==> config.mk <==
export PLATFORM = sky130hd
export DESIGN_NAME = mem_arbiter
export DESIGN_NICKNAME = d
export VERILOG_FILES = /design/src/rtl/mem_arb_pkg.sv /design/src/rtl/mem_arb_perf.sv /design/src/rtl/mem_arbiter.sv
export SDC_FILE = /design/constraint.sdc
export NUM_CORES = 1
export LEC_CHECK = 0
export ABC_AREA = 1
export ABC_CLOCK_PERIOD_IN_PS = 1500
export CAP_MARGIN = 0
export CELL_PAD_IN_SITES_DETAIL_PLACEMENT = 1
export CELL_PAD_IN_SITES_GLOBAL_PLACEMENT = 1
export CORE_UTILIZATION = 28
export CTS_BUF_LIST = sky130_fd_sc_hd__clkbuf_16
export CTS_CLUSTER_SIZE = 30
export DETAILED_ROUTE_END_ITERATION = 6
export GPL_ROUTABILITY_DRIVEN = 0
export PLACE_DENSITY_LB_ADDON = 0.1
export SYNTH_ARGS = -nofsm -noshare
export SYNTH_HDL_FRONTEND = slang
export SYNTH_SLANG_ARGS = --single-unit
==> constraint.sdc <==
create_clock -name clk -period 1.5 [get_ports clk]
set_input_delay 0.15 -clock clk [delete_from_list [all_inputs] [get_ports clk]]
set_output_delay 0.15 -clock clk [all_outputs]
set_load 0.05 [all_outputs]
==> src/rtl/mem_arb_pkg.sv <==
// mem_arb_pkg -- shared types and constants for the instruction/data memory
// arbiter.
//   arb_state_t      : arbiter FSM state encoding
//   BURST_W          : width of the data-burst counter
//   MAX_DM_BURST_DEF : default number of back-to-back data grants allowed
//                      while a fetch is waiting
//   burst_sat_inc    : saturating increment for the burst counter
package mem_arb_pkg;

    typedef enum logic [1:0] {
        ST_IDLE    = 2'd0,
        ST_IF_BUSY = 2'd1,
        ST_DM_BUSY = 2'd2,
        ST_RESP    = 2'd3
    } arb_state_t;

    localparam int BURST_W          = 4;
    localparam int MAX_DM_BURST_DEF = 4;

    // Increment that sticks at all-ones instead of wrapping.
    function automatic logic [BURST_W-1:0] burst_sat_inc(input logic [BURST_W-1:0] cnt);
        if (cnt == {BURST_W{1'b1}}) begin
            burst_sat_inc = cnt;
        end else begin
            burst_sat_inc = cnt + BURST_W'(1);
        end
    endfunction

endpackage

==> src/rtl/mem_arb_perf.sv <==
// mem_arb_perf -- stall-cycle performance counters for mem_arbiter.
// Only instantiated when MEM_ARB_PERF_EN is defined.
// Ports:
//   clk, reset            : clock, synchronous active-high reset
//   if_stall, dm_stall    : stall indications from the arbiter
//   perf_if_wait          : cycles if_stall was high (wraps at 2^32)
//   perf_dm_wait          : cycles dm_stall was high (wraps at 2^32)
module mem_arb_perf (
    input  logic        clk,
    input  logic        reset,
    input  logic        if_stall,
    input  logic        dm_stall,
    output logic [31:0] perf_if_wait,
    output logic [31:0] perf_dm_wait
);

    // Free-running wait counters, each advancing while its stall is high.
    always_ff @(posedge clk) begin
        if (reset) begin
            perf_if_wait <= 32'd0;
            perf_dm_wait <= 32'd0;
        end else begin
            if (if_stall) begin
                perf_if_wait <= perf_if_wait + 32'd1;
            end
            if (dm_stall) begin
                perf_dm_wait <= perf_dm_wait + 32'd1;
            end
        end
    end

endmodule

==> src/rtl/mem_arbiter.sv <==
// mem_arbiter -- arbitrates instruction-fetch and data requests onto one
// shared single-port memory. Data wins by default, but after MAX_DM_BURST
// consecutive data grants with a fetch waiting, the fetch is served.
// Every transaction runs IDLE -> BUSY -> RESP, so the fastest turnaround is
// one transaction per three cycles.
// Optional feature: define MEM_ARB_PERF_EN to add the perf_if_wait /
// perf_dm_wait stall-cycle counters.
// Ports:
//   clk, reset                       : clock, synchronous active-high reset
//   if_req/if_addr -> if_rdata/if_ready : fetch requester
//   dm_req/dm_we/dm_addr/dm_wdata -> dm_rdata/dm_ready : data requester
//   mem_req/mem_we/mem_addr/mem_wdata, mem_rdata/mem_ack : memory port
//   if_stall, dm_stall               : request pending and not yet ready
//   perf_if_wait, perf_dm_wait       : stall counters (MEM_ARB_PERF_EN only)
module mem_arbiter
    import mem_arb_pkg::*;
#(
    parameter int MAX_DM_BURST = MAX_DM_BURST_DEF
) (
    input  logic        clk,
    input  logic        reset,
    input  logic        if_req,
    input  logic [31:0] if_addr,
    output logic [31:0] if_rdata,
    output logic        if_ready,
    input  logic        dm_req,
    input  logic        dm_we,
    input  logic [31:0] dm_addr,
    input  logic [31:0] dm_wdata,
    output logic [31:0] dm_rdata,
    output logic        dm_ready,
    output logic        mem_req,
    output logic        mem_we,
    output logic [31:0] mem_addr,
    output logic [31:0] mem_wdata,
    input  logic [31:0] mem_rdata,
    input  logic        mem_ack,
    output logic        if_stall,
    output logic        dm_stall
`ifdef MEM_ARB_PERF_EN
    ,
    output logic [31:0] perf_if_wait,
    output logic [31:0] perf_dm_wait
`endif
);

    localparam logic [BURST_W-1:0] MAX_BURST_C = BURST_W'(MAX_DM_BURST);

    arb_state_t         state_r;
    arb_state_t         state_s;
    logic [BURST_W-1:0] burst_cnt_r;
    logic               grant_dm_s;
    logic               grant_if_s;
    logic               if_done_s;
    logic               dm_done_s;

    // Completion only counts in the matching BUSY state; stray acks vanish.
    assign if_done_s = (state_r == ST_IF_BUSY) && mem_ack;
    assign dm_done_s = (state_r == ST_DM_BUSY) && mem_ack;

    // Next-state and grant decode; requests are only looked at in IDLE.
    always_comb begin
        state_s    = state_r;
        grant_dm_s = 1'b0;
        grant_if_s = 1'b0;
        case (state_r)
            ST_IDLE: begin
                if (dm_req && (!if_req || (burst_cnt_r < MAX_BURST_C))) begin
                    state_s    = ST_DM_BUSY;
                    grant_dm_s = 1'b1;
                end else if (if_req) begin
                    state_s    = ST_IF_BUSY;
                    grant_if_s = 1'b1;
                end else begin
                    state_s = ST_IDLE;
                end
            end
            ST_IF_BUSY, ST_DM_BUSY: begin
                if (mem_ack) begin
                    state_s = ST_RESP;
                end else begin
                    state_s = state_r;
                end
            end
            ST_RESP: begin
                state_s = ST_IDLE;
            end
            default: begin
                state_s = ST_IDLE;
            end
        endcase
    end

    // State register.
    always_ff @(posedge clk) begin
        if (reset) begin
            state_r <= ST_IDLE;
        end else begin
            state_r <= state_s;
        end
    end

    // Data-burst counter: only meaningful while a fetch is actually waiting.
    always_ff @(posedge clk) begin
        if (reset) begin
            burst_cnt_r <= '0;
        end else if (grant_if_s) begin
            burst_cnt_r <= '0;
        end else if (grant_dm_s) begin
            if (if_req) begin
                burst_cnt_r <= burst_sat_inc(burst_cnt_r);
            end else begin
                burst_cnt_r <= '0;
            end
        end
    end

    // Memory command registers: loaded at grant, frozen until the ack.
    // A fetch leaves mem_wdata at whatever the last data grant put there.
    always_ff @(posedge clk) begin
        if (reset) begin
            mem_req   <= 1'b0;
            mem_we    <= 1'b0;
            mem_addr  <= 32'd0;
            mem_wdata <= 32'd0;
        end else if (grant_dm_s) begin
            mem_req   <= 1'b1;
            mem_we    <= dm_we;
            mem_addr  <= dm_addr;
            mem_wdata <= dm_wdata;
        end else if (grant_if_s) begin
            mem_req  <= 1'b1;
            mem_we   <= 1'b0;
            mem_addr <= if_addr;
        end else if (if_done_s || dm_done_s) begin
            mem_req <= 1'b0;
            mem_we  <= 1'b0;
        end
    end

    // Response capture: ready pulses cover exactly the RESP cycle.
    always_ff @(posedge clk) begin
        if (reset) begin
            if_rdata <= 32'd0;
            dm_rdata <= 32'd0;
            if_ready <= 1'b0;
            dm_ready <= 1'b0;
        end else begin
            if_ready <= if_done_s;
            dm_ready <= dm_done_s;
            if (if_done_s) begin
                if_rdata <= mem_rdata;
            end
            // mem_we still holds the granted dm_we here; stores keep dm_rdata.
            if (dm_done_s && !mem_we) begin
                dm_rdata <= mem_rdata;
            end
        end
    end

    assign if_stall = if_req && !if_ready;
    assign dm_stall = dm_req && !dm_ready;

`ifdef MEM_ARB_PERF_EN
    mem_arb_perf u_perf (
        .clk          (clk),
        .reset        (reset),
        .if_stall     (if_stall),
        .dm_stall     (dm_stall),
        .perf_if_wait (perf_if_wait),
        .perf_dm_wait (perf_dm_wait)
    );
`endif

endmodule

==> impl_metrics.json, run 1 <==
{
  "status": "complete, no violations",
  "cts_tree": "done",
  "ff_latch_area_um2": 2764,
  "timing_max_transition_violations_final": 0,
  "final.setup.tns_ns": 0,
  "min_path_type": "input port to flop",
  "core_area_um2": 19590,
  "clockRootBuffer": "sky130_fd_sc_hd__clkbuf_16",
  "drt_first_iter_violations": 178,
  "synthesis_stage_register_bit_count": 138,
  "final_hpwl_dp_mm": 13.57,
  "placementRows": 51,
  "worst-path-stages": 6,
  "timing_worst_setup_path_type": "input port to primary output",
  "clock_power_share_pct": 22.7,
  "width_of_the_chip_um": 143.8,
  "comb_power_share_pct": 49.2,
  "wirelength_mm": 19.54,
  "period_needed_ns": 1.411,
  "boundaryPins": 268,
  "final_critical_path_share_of_the_clock_period_pct": 94.04,
  "portBuffers": 267,
  "grt_max_degree": 53,
  "tritoncts.num_buffers": 17,
  "worst-path-buf-inv": 5,
  "sequentialPowerShare_pct": 28.0,
  "finalClockSkew_ns": 0.009616,
  "grt_first_pass_wirelength_mm": 29.07,
  "drtPass1Iterations": 4,
  "switching_share_pct": 44.41,
  "leakage_nw": 4.427,
  "insertion_delay_to_the_later_sink_of_the_worst_skew_pair_ns": 0.42,
  "timing.critical_path.cells": "clkdlybuf4s50_1 -> buf_4 -> buf_4 -> inv_1 -> nor2_2 -> buf_12",
  "synth_top_area_share_pct": 49.09,
  "ys_seq_area_share_pct": 49.09,
  "synth.largest_area_cell": "sky130_fd_sc_hd__dfxtp_1",
  "dp_worst_setup_slack_ns": -0.1059,
  "cts-root-to-sink-buffers": 2,
  "crit_path_frequent_cell": "sky130_fd_sc_hd__buf_4",
  "synth.area.top_cells": "sky130_fd_sc_hd__dfxtp_1 (49%), sky130_fd_sc_hd__nor2_1 (15%), sky130_fd_sc_hd__o21ai_0 (7.4%)",
  "layout-area-overhead-vs-synth_pct": 63.25,
  "drt-vias-per-instance": 4.388,
  "multiInputGateArea_um2": 2313,
  "filler_cell_count": 2402,
  "chipHeight_um": 143.8,
  "syn_area_per_cell_um2": 7.142,
  "max-slew-margin-rel_pct": 75.75,
  "globalRouteOverflowTotal": 0,
  "cap_viol_max_count": 0,
  "grtUsageTotal_pct": 18.31,
  "layout_setup_ws_ns": 0.08941,
  "final_layout_worst_hold_slack_ns": 0.3329,
  "cts.sink_count": 138,
  "r2r_worst_path_depth": 9,
  "layout_common_cells": "sky130_fd_sc_hd__nor2_1 (229), sky130_fd_sc_hd__buf_4 (149), sky130_fd_sc_hd__dfxtp_1 (137)",
  "stdcell_count": 1343,
  "hold_buffers": 0,
  "fmax_mhz": 708.9,
  "post_synth_instance_area_um2": 5628,
  "p_int_mw": 9.903,
  "cp_data_arrival_time_ns": 1.26,
  "postLayoutCoreUtil_pct": 46.90,
  "clock_tree.htree_level_count": 4,
  "max_slew.worst_pin.slew_ns": 0.3637,
  "critical_path_start_type": "input port",
  "placedCellCount": 1302,
  "hold_violations": 0,
  "critPathTopFamily": "buffers and inverters",
  "syn-instance-count": 788,
  "worst_hold_path.num_cells": 3,
  "grt_pass1_vias": 5696,
  "final_design_area_no_fill_um2": 9188,
  "drive_above_1_share_pct": 20.78,
  "n_antenna_cell": 0,
  "timing.critical_path.required_ns": 1.35,
  "routed-via-count": 5893,
  "finalPower_mw": 17.81,
  "finalNetCount": 1203,
  "clock_pin_slew_of_the_registers_on_the_worst_case_setup_and_hold_paths_ns": 0.06,
  "grt_setup_unrepaired": "true",
  "post_dp_cell_area_um2": 8442,
  "final_common_cell": "sky130_fd_sc_hd__nor2_1",
  "start_util_pct": 28.73,
  "postSynthNetCount": 926,
  "drt_drc_violations_left": 0,
  "power.density_cell_area_nw_per_um2": 1939,
  "crit_path_end_kind": "primary output",
  "synthesis.yosys.warnings": 0,
  "final_antenna_net_count": 0,
  "total_switching_power_mw": 7.911,
  "timing.critical_path.slowest_stage_cell": "sky130_fd_sc_hd__clkdlybuf4s50_1",
  "irDropWorstVdd_v": 0.0008290,
  "max_incr_delay_on_cp_ns": 0.46,
  "post_synthesis_cell_type_count": 22,
  "die-area_um2": 20670,
  "cp_max_fo": 5,
  "final_setup_violation_count": 0,
  "routed_wire_length_per_instance_um": 14.55,
  "antenna_violations_before_repair": 1
}
-- sequential cells by signal, summed over array words and instances, names as in the netlist --
| name | cells |
|---|---|
| burst_cnt_r | 4 |
| dm_ready | 1 |
| if_rdata | 32 |
| dm_rdata | 32 |
| mem_wdata | 32 |
| state_r | 2 |
| mem_req | 1 |
| if_ready | 1 |
| mem_we | 1 |
| mem_addr | 32 |
-- worst register-to-register path, cell delays in order (launching register included) --
cell and delay (ns):
sky130_fd_sc_hd__dfxtp_1 0.32, sky130_fd_sc_hd__inv_2 0.06, sky130_fd_sc_hd__ha_2 0.16, sky130_fd_sc_hd__buf_6 0.14
sky130_fd_sc_hd__nand4_4 0.15, sky130_fd_sc_hd__buf_12 0.21, sky130_fd_sc_hd__nand2_1 0.08, sky130_fd_sc_hd__nand3_1 0.07
sky130_fd_sc_hd__nand2_1 0.06, sky130_fd_sc_hd__inv_1 0.04
-- power groups by stage --
stage	sequential, mW	combinational [mW]	clock (mW)
after floorplan	7.92	2.56	0
after global placement	5.04	8.34	0
after detailed placement	5.07	8.41	0
after CTS	5.00	8.43	4.18
after global routing	5.11	9.44	4.32
final	5.00	8.77	4.05
-- synth_stat cells --
| master | count |
|---|---|
| sky130_fd_sc_hd__xor2_1 | 1 |
| sky130_fd_sc_hd__buf_2 | 14 |
| sky130_fd_sc_hd__nand3_1 | 68 |
| sky130_fd_sc_hd__o21ai_1 | 16 |
| sky130_fd_sc_hd__dfxtp_1 | 138 |
| sky130_fd_sc_hd__nand2_4 | 2 |
| sky130_fd_sc_hd__nand4_1 | 1 |
| sky130_fd_sc_hd__inv_1 | 74 |
| sky130_fd_sc_hd__clkbuf_1 | 22 |
| sky130_fd_sc_hd__nand2_1 | 107 |
| sky130_fd_sc_hd__buf_4 | 3 |
| sky130_fd_sc_hd__buf_1 | 2 |
| sky130_fd_sc_hd__nand3_2 | 1 |
| sky130_fd_sc_hd__nor2_4 | 3 |
| sky130_fd_sc_hd__ha_1 | 4 |
| sky130_fd_sc_hd__o21ai_0 | 83 |
| sky130_fd_sc_hd__nor2_1 | 230 |
| sky130_fd_sc_hd__a21oi_1 | 7 |
| sky130_fd_sc_hd__nand4_4 | 1 |
| sky130_fd_sc_hd__buf_6 | 9 |
| sky130_fd_sc_hd__nand2_2 | 1 |
| sky130_fd_sc_hd__o21ai_2 | 1 |
-- worst paths after layout --
check	start	end	slack, ns
max	if_req	if_stall	0.09
min	dm_we	mem_we	0.33
max reg2reg	state_r[1]	mem_addr[1]	0.11
min reg2reg	burst_cnt_r[1]	burst_cnt_r[1]	0.47
-- cell families (layout without fill, tap and decap cells) --
logic type | Yosys count | in the layout | share of synthesized area [%]
buffers and inverters | 124 | 414 | 9.982
adder cells (fa/ha/maj) | 4 | 4 | 0.8893
AO/OA/AOI/OAI | 107 | 107 | 9.582
AND/OR/NAND/NOR | 414 | 414 | 30.30
XOR/XNOR | 1 | 1 | 0.1557
flip-flops | 138 | 138 | 49.09
-- cell type report --
cell class | count | share of cell area, %
clock buffer | 17 | 4.630
clock inverter | 15 | 1.553
inverter | 74 | 3.037
multi-input combinational | 526 | 25.18
sequential | 138 | 30.08
tap | 265 | 3.609
timing repair buffer | 308 | 31.91
-- timing repair --
action                                  4_1_cts  5_1_grt
buffers inserted                              0        3
cloned                                        0        6
pin swaps                                     0        1
gates resized for setup                       1       22
endpoints found under the setup margin        2      100
-- layer usage --
layer / part of all wire, % / vias to the layer above / global-route usage (%)
li1: - / 3014 / -
met3: 8.0 / 20 / 7.731
met1: 41 / 2708 / 20.19
met5: 0.041 / - / 0
met4: 1.2 / 2 / 5.039
met2: 50 / 149 / 32.01
Note: power is estimated with default switching activity, not from simulation.
==> run 2: changes to the inputs <==
--- a/config.mk
+++ b/config.mk
@@ -6,7 +6,7 @@
 export NUM_CORES = 1
 export LEC_CHECK = 0
 export ABC_AREA = 1
-export ABC_CLOCK_PERIOD_IN_PS = 1500
+export ABC_CLOCK_PERIOD_IN_PS = 1600
 export CAP_MARGIN = 0
 export CELL_PAD_IN_SITES_DETAIL_PLACEMENT = 1
 export CELL_PAD_IN_SITES_GLOBAL_PLACEMENT = 1
==> constraint.sdc (replaced) <==
create_clock -name clk -period 1.6 [get_ports clk]
set_input_delay 0.16 -clock clk [delete_from_list [all_inputs] [get_ports clk]]
set_output_delay 0.16 -clock clk [all_outputs]
set_load 0.05 [all_outputs]
==> impl_metrics.json, run 2 (synthesized netlist as in run 1, its figures left out) <==
{
  "status": "complete, no violations",
  "max_incr_delay_on_cp_ns": 0.34,
  "cts.sink_count": 138,
  "insertion_delay_to_the_later_sink_of_the_worst_skew_pair_ns": 0.42,
  "finalClockSkew_ns": 0.01310,
  "cts-root-to-sink-buffers": 2,
  "critical_path_start_type": "flop",
  "grt_setup_unrepaired": "false",
  "timing_worst_setup_path_type": "flop to flop",
  "switching_share_pct": 44.24,
  "routed_wire_length_per_instance_um": 14.71,
  "grt_first_pass_wirelength_mm": 28.75,
  "boundaryPins": 268,
  "die-area_um2": 20670,
  "grt_pass1_vias": 5643,
  "timing.critical_path.cells": "inv_2 -> ha_4 -> buf_4 -> nand4_4 -> buf_12 -> clkbuf_16 -> o21ai_0 -> nor2_1",
  "portBuffers": 267,
  "comb_power_share_pct": 48.3,
  "clockRootBuffer": "sky130_fd_sc_hd__clkbuf_16",
  "max_slew.worst_pin.slew_ns": 0.3465,
  "final_setup_violation_count": 0,
  "total_switching_power_mw": 7.418,
  "grt_max_degree": 90,
  "max-slew-margin-rel_pct": 76.90,
  "clock_tree.htree_level_count": 4,
  "timing_max_transition_violations_final": 0,
  "clock_pin_slew_of_the_registers_on_the_worst_case_setup_and_hold_paths_ns": 0.06,
  "drt-vias-per-instance": 4.384,
  "grtUsageTotal_pct": 18.08,
  "drt_first_iter_violations": 152,
  "start_util_pct": 28.73,
  "clock_power_share_pct": 23.7,
  "filler_cell_count": 2428,
  "period_needed_ns": 1.487,
  "drt_drc_violations_left": 0,
  "worst-path-buf-inv": 4,
  "chipHeight_um": 143.8,
  "finalNetCount": 1192,
  "crit_path_end_kind": "flop",
  "post_dp_cell_area_um2": 8369,
  "hold_violations": 0,
  "fmax_mhz": 672.3,
  "routed-via-count": 5844,
  "width_of_the_chip_um": 143.8,
  "final_critical_path_share_of_the_clock_period_pct": 92.96,
  "irDropWorstVdd_v": 0.0007738,
  "cp_data_arrival_time_ns": 1.79,
  "antenna_violations_before_repair": 0,
  "placementRows": 51,
  "wirelength_mm": 19.61,
  "power.density_cell_area_nw_per_um2": 1841,
  "critPathTopFamily": "buffers and inverters",
  "final_design_area_no_fill_um2": 9105,
  "min_path_type": "input port to flop",
  "core_area_um2": 19590,
  "final.setup.tns_ns": 0,
  "cp_max_fo": 10,
  "postLayoutCoreUtil_pct": 46.48,
  "p_int_mw": 9.348,
  "sequentialPowerShare_pct": 27.9,
  "drive_above_1_share_pct": 19.40,
  "final_hpwl_dp_mm": 13.36,
  "drtPass1Iterations": 4,
  "final_antenna_net_count": 0,
  "globalRouteOverflowTotal": 0,
  "tritoncts.num_buffers": 17,
  "leakage_nw": 4.388,
  "cap_viol_max_count": 0,
  "layout-area-overhead-vs-synth_pct": 61.78,
  "timing.critical_path.required_ns": 1.90,
  "layout_common_cells": "sky130_fd_sc_hd__nor2_1 (230), sky130_fd_sc_hd__buf_4 (144), sky130_fd_sc_hd__dfxtp_1 (138)",
  "cts_tree": "done",
  "timing.critical_path.slowest_stage_cell": "sky130_fd_sc_hd__dfxtp_1",
  "final_common_cell": "sky130_fd_sc_hd__nor2_1"
}
[run 2: changes by cell type in the layout (fill, tap and decap cells not counted), moves of 2 or more]
cell                      change
sky130_fd_sc_hd__buf_4        -5
sky130_fd_sc_hd__o21ai_1      -9
sky130_fd_sc_hd__buf_6        -4
sky130_fd_sc_hd__inv_2        -2
sky130_fd_sc_hd__nand2_2      -2
sky130_fd_sc_hd__o21ai_0      +9
sky130_fd_sc_hd__nand2_1      +2
sky130_fd_sc_hd__inv_1        +2
[run 2: layer usage]
metal  up-vias  part of all wire (%)  track usage (%)  wire (µm)
met1      2678                    42            20.39       8269
met3        22                   7.5            6.631       1470
met2       156                    48            30.74       9474
met5         -                     0                0          0
li1       2988                     -                -          -
met4         0                   2.0            7.335        389
[run 2: per-stage QoR]
stage                     setup WS (ns)  std cells  hold slack, ns  power (mW)
after global placement         -0.08299       1294          0.4616       12.53
after CTS                       0.05000       1326          0.3096       16.66
after global routing            0.02055       1332          0.3318       17.72
after detailed placement       -0.09954       1294          0.4645       12.60
after floorplan                  0.2251        788          0.2291       9.829
final                            0.1126       1333          0.3302       16.77
[run 2: repair_timing]
action,4_1_cts,5_1_grt
gates resized for setup,1,5
gates cloned,0,5
endpoints found under the setup margin,1,43
endpoints found under the hold margin,0,0
hold buffers,0,0
setup buffers,0,1
pin swaps,0,1
[run 2: path summary, 6_finish.rpt]
path	start	to	slack, ns	cells after the start
max	state_r[0]	mem_wdata[0]	0.11	8
min reg2reg	burst_cnt_r[1]	burst_cnt_r[1]	0.47	2
min	dm_we	mem_we	0.33	3
max reg2reg	state_r[0]	mem_wdata[0]	0.11	8
[run 2: tightest hold or removal path: cells and delay by family]
kind | cells | cell delay (ns)
AO/OA/AOI/OAI | 1 | 0.05
buffers and inverters | 1 | 0.41
AND/OR/NAND/NOR | 1 | 0.07
[run 2: power groups by stage]
stage	clock network, mW	logic [mW]	registers, mW
2_1_floorplan	0	2.40	7.43
3_3_place_gp	0	7.80	4.73
3_5_place_dp	0	7.84	4.75
4_1_cts	4.11	7.86	4.69
5_1_grt	4.23	8.70	4.78
6_report	3.98	8.10	4.69
[run 2: cell type report]
class	instances	area [µm²]	share of cell area, %
diodes	1	2.502	0.02748
inverters	74	279.0	3.064
clock buffers	17	425.4	4.672
flip-flops and latches	138	2763	30.34
repair buffers	297	2823	31.00
well taps	265	331.6	3.642
clock inverters	15	165.2	1.814
multi-input cells	526	2316	25.44
